<file path="src/rtl/video_timing_analyzer.sv">
// ---------------------------------------------------------------------------
// video_timing_analyzer
//
// Sink-side companion of the video timing generator. Samples a raster stream
// on pixel-enable cycles, recovers active-video coordinates and a registered
// data enable, measures the raster geometry and reports lock once two
// consecutive frames have identical totals.
//
// Ports
//   clk, reset    system clock, synchronous active-high reset
//   ce_pix        pixel enable; video inputs are only looked at when high
//   hblank/hsync  horizontal blank (high = blanked) / sync (active high)
//   vblank/vsync  vertical blank (high = blanked) / sync (active high)
//   de, x, y      registered active-video enable and active coordinates
//   frame_start   one-clk pulse on each sampled VSync rising edge
//   h_total       ce cycles between the last two HSync rises
//   h_active      ce cycles with hblank low in the last completed line
//   v_total       HSync rises in the last completed frame
//   v_active      HSync rises with vblank low in the last completed frame
//   locked        totals stable over two consecutive frames
//
// Handshake: there is no backpressure. Every output is valid from the clk
// edge of the ce_pix cycle that produced it and holds until the next ce_pix
// cycle; frame_start alone is a single-clk strobe.
//
// The lock FSM state is kept in the named signal 'state' (type state_t) so
// it can be observed hierarchically.
// ---------------------------------------------------------------------------
module video_timing_analyzer #(
  parameter int CW      = 10,
  parameter int TIMEOUT = 1023
) (
  input  logic          clk,
  input  logic          reset,
  input  logic          ce_pix,
  input  logic          hblank,
  input  logic          hsync,
  input  logic          vblank,
  input  logic          vsync,
  output logic          de,
  output logic [CW-1:0] x,
  output logic [CW-1:0] y,
  output logic          frame_start,
  output logic [CW-1:0] h_total,
  output logic [CW-1:0] h_active,
  output logic [CW-1:0] v_total,
  output logic [CW-1:0] v_active,
  output logic          locked
);

  localparam logic [CW-1:0] CMAX  = '1;
  localparam logic [CW-1:0] ONE   = CW'(1);
  // Timeout fires on the ce cycle where pc would step onto TIMEOUT.
  localparam logic [CW-1:0] TO_M1 = CW'(TIMEOUT - 1);

  typedef enum logic [1:0] {
    S_SEARCH  = 2'd0,
    S_MEASURE = 2'd1,
    S_VERIFY  = 2'd2,
    S_LOCKED  = 2'd3
  } state_t;

  state_t        state;
  state_t        state_next;

  logic          hs_prev;
  logic          vs_prev;
  logic          hb_prev;
  logic [CW-1:0] pc;        // ce cycles since last HSync rise
  logic [CW-1:0] ac;        // active ce cycles since last HSync rise
  logic [CW-1:0] lc;        // HSync rises since last VSync rise
  logic [CW-1:0] la;        // active HSync rises since last VSync rise
  logic          y_started; // first active line of the frame already seen
  logic [CW-1:0] cand_h;
  logic [CW-1:0] cand_v;
  logic [CW-1:0] cand_h_next;
  logic [CW-1:0] cand_v_next;

  logic          hs_rise;
  logic          vs_rise;
  logic          hb_fall;
  logic          timeout_hit;
  logic [CW-1:0] h_new;
  logic [CW-1:0] v_new;
  logic          mismatch;

  function automatic logic [CW-1:0] sat_inc(input logic [CW-1:0] v);
    return (v == CMAX) ? v : v + ONE;
  endfunction

  // Edges only exist on ce cycles; prev registers also move only on ce.
  assign hs_rise = ce_pix & hsync & ~hs_prev;
  assign vs_rise = ce_pix & vsync & ~vs_prev;
  assign hb_fall = ce_pix & ~hblank & hb_prev;

  // pc is about to reach TIMEOUT with no HSync rise to clear it.
  assign timeout_hit = ce_pix & ~hs_rise & (pc == TO_M1);

  // Totals as they will be after this cycle; the FSM compares these so a
  // line closing in the same cycle as the frame is already included.
  assign h_new    = hs_rise ? sat_inc(pc) : h_total;
  assign v_new    = lc;
  // A frame whose line count saturated never counts as a match.
  assign mismatch = (h_new != cand_h) | (v_new != cand_v) | (lc == CMAX);

  assign locked = (state == S_LOCKED);

  // -------------------------------------------------------------------------
  // Lock FSM: next state and candidate totals
  // -------------------------------------------------------------------------
  always_comb begin
    state_next  = state;
    cand_h_next = cand_h;
    cand_v_next = cand_v;
    if (timeout_hit) begin
      state_next = S_SEARCH;
    end else if (vs_rise) begin
      case (state)
        S_SEARCH: state_next = S_MEASURE;
        S_MEASURE: begin
          cand_h_next = h_new;
          cand_v_next = v_new;
          state_next  = S_VERIFY;
        end
        S_VERIFY: begin
          if (mismatch) begin
            cand_h_next = h_new;
            cand_v_next = v_new;
          end else begin
            state_next = S_LOCKED;
          end
        end
        S_LOCKED: begin
          if (mismatch) begin
            cand_h_next = h_new;
            cand_v_next = v_new;
            state_next  = S_VERIFY;
          end
        end
        default: state_next = S_SEARCH;
      endcase
    end
  end

  always_ff @(posedge clk) begin
    if (reset) begin
      state  <= S_SEARCH;
      cand_h <= '0;
      cand_v <= '0;
    end else begin
      state  <= state_next;
      cand_h <= cand_h_next;
      cand_v <= cand_v_next;
    end
  end

  // -------------------------------------------------------------------------
  // Measurement counters and latched totals
  // -------------------------------------------------------------------------
  always_ff @(posedge clk) begin
    if (reset) begin
      hs_prev     <= 1'b0;
      vs_prev     <= 1'b0;
      hb_prev     <= 1'b0;
      pc          <= '0;
      ac          <= '0;
      lc          <= '0;
      la          <= '0;
      h_total     <= '0;
      h_active    <= '0;
      v_total     <= '0;
      v_active    <= '0;
      frame_start <= 1'b0;
    end else begin
      frame_start <= vs_rise;
      if (ce_pix) begin
        hs_prev <= hsync;
        vs_prev <= vsync;
        hb_prev <= hblank;

        // Horizontal measurement: the rising HSync sample closes the line.
        if (hs_rise) begin
          h_total  <= sat_inc(pc);
          h_active <= hblank ? ac : sat_inc(ac);
          pc       <= '0;
          ac       <= '0;
        end else begin
          pc <= sat_inc(pc);
          if (!hblank) begin
            ac <= sat_inc(ac);
          end
        end

        // Vertical measurement: a line starting together with VSync is the
        // first line of the new frame.
        if (vs_rise) begin
          v_total  <= lc;
          v_active <= la;
          lc       <= hs_rise ? ONE : '0;
          la       <= (hs_rise && !vblank) ? ONE : '0;
        end else if (hs_rise) begin
          lc <= sat_inc(lc);
          if (!vblank) begin
            la <= sat_inc(la);
          end
        end

        // Loss of HSync invalidates everything measured so far.
        if (timeout_hit) begin
          h_total  <= '0;
          h_active <= '0;
          v_total  <= '0;
          v_active <= '0;
        end
      end
    end
  end

  // -------------------------------------------------------------------------
  // Data enable and active coordinates
  // -------------------------------------------------------------------------
  always_ff @(posedge clk) begin
    if (reset) begin
      de        <= 1'b0;
      x         <= '0;
      y         <= '0;
      y_started <= 1'b0;
    end else if (ce_pix) begin
      de <= ~hblank & ~vblank;

      // x advances only after a pixel that was itself active, so the first
      // active pixel of a line reports 0.
      if (hblank) begin
        x <= '0;
      end else if (de) begin
        x <= sat_inc(x);
      end

      // y steps at each active line start; the first one of a frame is 0.
      if (vblank) begin
        y         <= '0;
        y_started <= 1'b0;
      end else if (hb_fall) begin
        if (y_started) begin
          y <= sat_inc(y);
        end else begin
          y         <= '0;
          y_started <= 1'b1;
        end
      end
    end
  end

endmodule

</file>
<file path="config.mk">
export PLATFORM = sky130hd
export DESIGN_NAME = video_timing_analyzer
export DESIGN_NICKNAME = d
export VERILOG_FILES = /design/src/rtl/video_timing_analyzer.sv
export SDC_FILE = /design/constraint.sdc
export NUM_CORES = 1
export LEC_CHECK = 0
export ABC_AREA = 1
export CAP_MARGIN = 20
export CORE_ASPECT_RATIO = 0.6
export CORE_MARGIN = 8
export CORE_UTILIZATION = 45
export DETAILED_ROUTE_END_ITERATION = 8
export PLACE_DENSITY = 0.66
export SLEW_MARGIN = 0
export SYNTH_ARGS = -nofsm -noshare
export SYNTH_HDL_FRONTEND = slang
export SYNTH_SLANG_ARGS = --single-unit
</file>
<file path="constraint.sdc">
create_clock -name clk -period 2.76 [get_ports clk]
set_input_delay 0.552 -clock clk [delete_from_list [all_inputs] [get_ports clk]]
set_output_delay 0.552 -clock clk [all_outputs]
set_load 0.02 [all_outputs]
</file>
==> flow_summary.yaml <==
timing:
  final-setup-viol-count: 0
  slew_headroom: 0.584
  highest_achievable_clock_rate_mhz: 401
  grt_setup_unrepaired: "false"
  timing.final.max_slew_violations: 0
  worst_margin_pin_slew_ps: 620
  worst_hold_slack_ps: 463
  fin_worst_skew_ps: 13.7
  final_hold_viol_count: 0
  layout_worst_path_cycle_share: 0.904
  final_period_minus_worst_setup_slack_ps: 2500
final_layout:
  layout-drive-gt1-share: 0.114
  antenna_cells: 0
  flow.area_growth_from_synthesis_pct: 27.5
  layout.filler_cells: 1270
  filler_free_cell_count_of_the_finished_design: 1178
  layout_common_cells: "nand2_1 (228), dfxtp_1 (128), inv_1 (97)"
  mostFrequentLayoutCell: "nand2_1"
  nets: 1005
power_and_ir_drop:
  power_density_mw_per_mm2: 601
  p_leak_nw: 3.30
  worst_ir_drop_vdd_uv: 429
setup_path:
  worst-endpoint-required_ps: 3100
  setup.reg_to_reg.worst_slack_ps: 390
  reg2reg_depth: 17
  worst_setup_path_end_kind: "register"
  setup.worst_path.start_class: "input pin"
  regToRegStartpoint: "pc[0]$_SDFFE_PP0P_"
  timing_worst_setup_path_type: "in2reg"
  timing.critical_path.slowest_stage_cell: "clkdlybuf4s50_1"
  worstPathMaxFanout: 22
  startpoint: "ce_pix"
  timing.critical_path.max_delay_family: "simple AND/OR/NAND/NOR gates"
  critical_path.n_buffers_inverters: 3
  critical_path_arrival_ps: 2830
  crit_chain: "clkdlybuf4s50_1 > nand2_1 > nor2_2 > buf_12 > inv_2 > nor2_1 > nand2_1 > nand2_2 > nand4_1 > nor2_1 > nand2_1 > nor2_1 > o21ai_0 > a21oi_1"
  timing.critical_path.slowest_cell_delay_ps: 470
  worstReg2RegEnd: "cand_h[9]$_SDFFE_PP0P_"
clock_network:
  clock-root-buffer: "clkbuf_16"
  postCtsResizedCells: 0
  tritoncts: "done"
  cts_max_path_buffers: 2
  cts_sinks: 128
  postCtsSetupRepairBufs: 0
  clk_pin_slew_ps: 60
  htree_num_levels: 4
  clkLatencyLatePin_ps: 420
  cts_hold_buf: 0
  cts_buffers: 17
drt:
  detailedRoute.firstPassIterationCount: 5
  route.final.wire_length_mm: 16.3
  drtIter0Drc: 516
  routedWlPerCell_um: 13.8
  dr_total_vias: 5861
  drc: 0
  drt-vias-per-instance: 4.98
  ant_nets: 0
synthesis:
  syn-cell-area_mm2: 0.00621
  yosys_warnings: 0
  synthesis.instances: 898
  postSynth.asyncResetShare: 0
  synthesized_area_per_cell_um2: 6.91
  ys_ff_latch: 128
  synth.lib_cells_used.distinct: 41
  synth.net_count: 912
  synth_flop_cell: "dfxtp_1"
  edff_count_synth: 0
  yosysSeqAreaShare: 0.413
floorplanning:
  coreArea_mm2: 0.0136
  io_pins: 70
  fp.dieArea_mm2: 0.0179
  effective_utilization_at_floorplan: 0.457
  die_width_um: 168
  floorplan.die.height_um: 107
  placementRows: 33
global_routing:
  grt_util_all_layers: 0.184
  grt.met3_usage: 0.0517
  grtUsageMet1: 0.284
  antenna_found_initial: 0
  first_pass_grt_wire_length_mm: 27.0
  grt.met2_usage: 0.241
  global_routing_s_busiest_layer: "met1"
  grt_max_degree: 43
  via_count_of_the_first_global_routing_pass: 5244
  grt_overflow: 0
hold_path:
  worstHoldPathCells: 2
  hold_path_class: "reg2reg"
  holdCritStartpoint: "h_active[3]$_SDFFE_PP0P_"
  holdPathEnd: "h_active[3]$_SDFFE_PP0P_"
placement:
  buffer_ports.inserted: 69
  dpl.cell_count: 1147
  routabilityCongestion: 0.915
  detailedPlacementHpwl_mm: 11.6
status:
  run_status: "finished, final reports clean"
run:
  cap_viol_max_count: 0
cells in the mapped netlist (2+ instances only):
| cell type | instances | share of area |
|---|---|---|
| clkinv_1 | 3 | 0.0018 |
| dfxtp_1 | 128 | 0.41 |
| nor2_4 | 2 | 0.0036 |
| nand4_1 | 16 | 0.016 |
| ha_1 | 7 | 0.014 |
| nand3_4 | 3 | 0.0085 |
| o21ai_1 | 2 | 0.0016 |
| o21bai_1 | 2 | 0.0024 |
| nand3_2 | 5 | 0.0081 |
| clkbuf_1 | 24 | 0.015 |
| a211oi_1 | 5 | 0.0060 |
| inv_2 | 3 | 0.0018 |
| xnor2_1 | 6 | 0.0085 |
| nand2_2 | 8 | 0.0081 |
| nor2_1 | 95 | 0.057 |
| buf_4 | 2 | 0.0024 |
| nand3_1 | 84 | 0.068 |
| or2_2 | 7 | 0.0071 |
| xor2_1 | 9 | 0.013 |
| buf_6 | 4 | 0.0073 |
| a21oi_1 | 85 | 0.069 |
| nor3_1 | 19 | 0.015 |
| nor2_2 | 11 | 0.011 |
| inv_1 | 97 | 0.059 |
| nand2_1 | 228 | 0.14 |
| o21ai_0 | 27 | 0.022 |
| o21a_1 | 2 | 0.0024 |
layer usage:
| layer | part of all wire | vias to the layer above | wire (µm) |
|---|---|---|---|
| li1 | - | 3087 | - |
| met1 | 0.56 | 2609 | 9060 |
| met2 | 0.37 | 154 | 6000 |
| met3 | 0.068 | 11 | 1110 |
| met4 | 0.0076 | 0 | 124 |
| met5 | 0 | - | 0 |
power breakdown:
| group | total, mW | leakage (nW) | switching (mW) | internal, mW |
|---|---|---|---|---|
| registers | 1.90 | 1.03 | 0.0259 | 1.88 |
| logic | 0.334 | 1.95 | 0.210 | 0.125 |
| clock network | 2.52 | 0.316 | 0.901 | 1.62 |
worst reg2reg max path, delay by kind of cell (launching register included):
kind                       cells  cell delay, ps
adders and majority gates      1             180
buffers and inverters          1             170
DFF                            1             330
and+or+nand+nor               15            1610
worst max path at each step:
stage / endpoint / slack, ps / cells after the start
6_report: la[7]$_SDFFE_PP0P_ / 260 / 14
3_3_place_gp: lc[9]$_SDFFE_PP0P_ / -20 / 14
5_1_grt: la[7]$_SDFFE_PP0P_ / 20 / 14
2_1_floorplan: cand_h[3]$_SDFFE_PP0P_ / 530 / 16
4_1_cts: la[7]$_SDFFE_PP0P_ / 300 / 14
3_5_place_dp: cand_h[9]$_SDFFE_PP0P_ / -30 / 16
registers in the layout, summed over array words and instances, names as in the netlist:
name / cells
y_started: 1
cand_h: 10
ac: 10
state: 2
pc: 10
hs_prev: 1
lc: 10
h_total: 10
x: 10
v_active: 10
frame_start: 1
vs_prev: 1
cand_v: 10
v_total: 10
y: 10
h_active: 10
la: 10
hb_prev: 1
de: 1
final cells by class:
type	count	area (µm²)	area share
Tap cell	175	219	0.0277
Clock buffer	17	425	0.0537
Inverter	103	387	0.0488
Timing Repair Buffer	107	1010	0.127
Multi-Input combinational cell	634	3090	0.390
Clock inverter	14	230	0.0291
Sequential cell	128	2560	0.324
cells by family after synthesis:
kind of cell	count (synthesis)	synth area share
DFF	128	0.413
xor gates and xnor gates	15	0.0212
buffers and inverters	136	0.0903
and+or+nand+nor	484	0.351
AOI/OAI and AO/OA	127	0.108
adders and majority gates	7	0.0141
muxes	1	0.00181
stage by stage:
stage                     TNS [ps]  setup WS [ps]  power [mW]  instance area [µm²]  utilization
final                            0            264        4.76                 7920        0.583
after global routing             0           16.7        4.93                 7920        0.583
after CTS                        0            304        4.78                 7920        0.583
after detailed placement      -143          -30.0        2.27                 7260        0.535
after global placement       -16.8          -16.8        2.27                 7260        0.535
after floorplan                  0            528        2.15                 6210            -
Power figures use the tool's default switching activity.
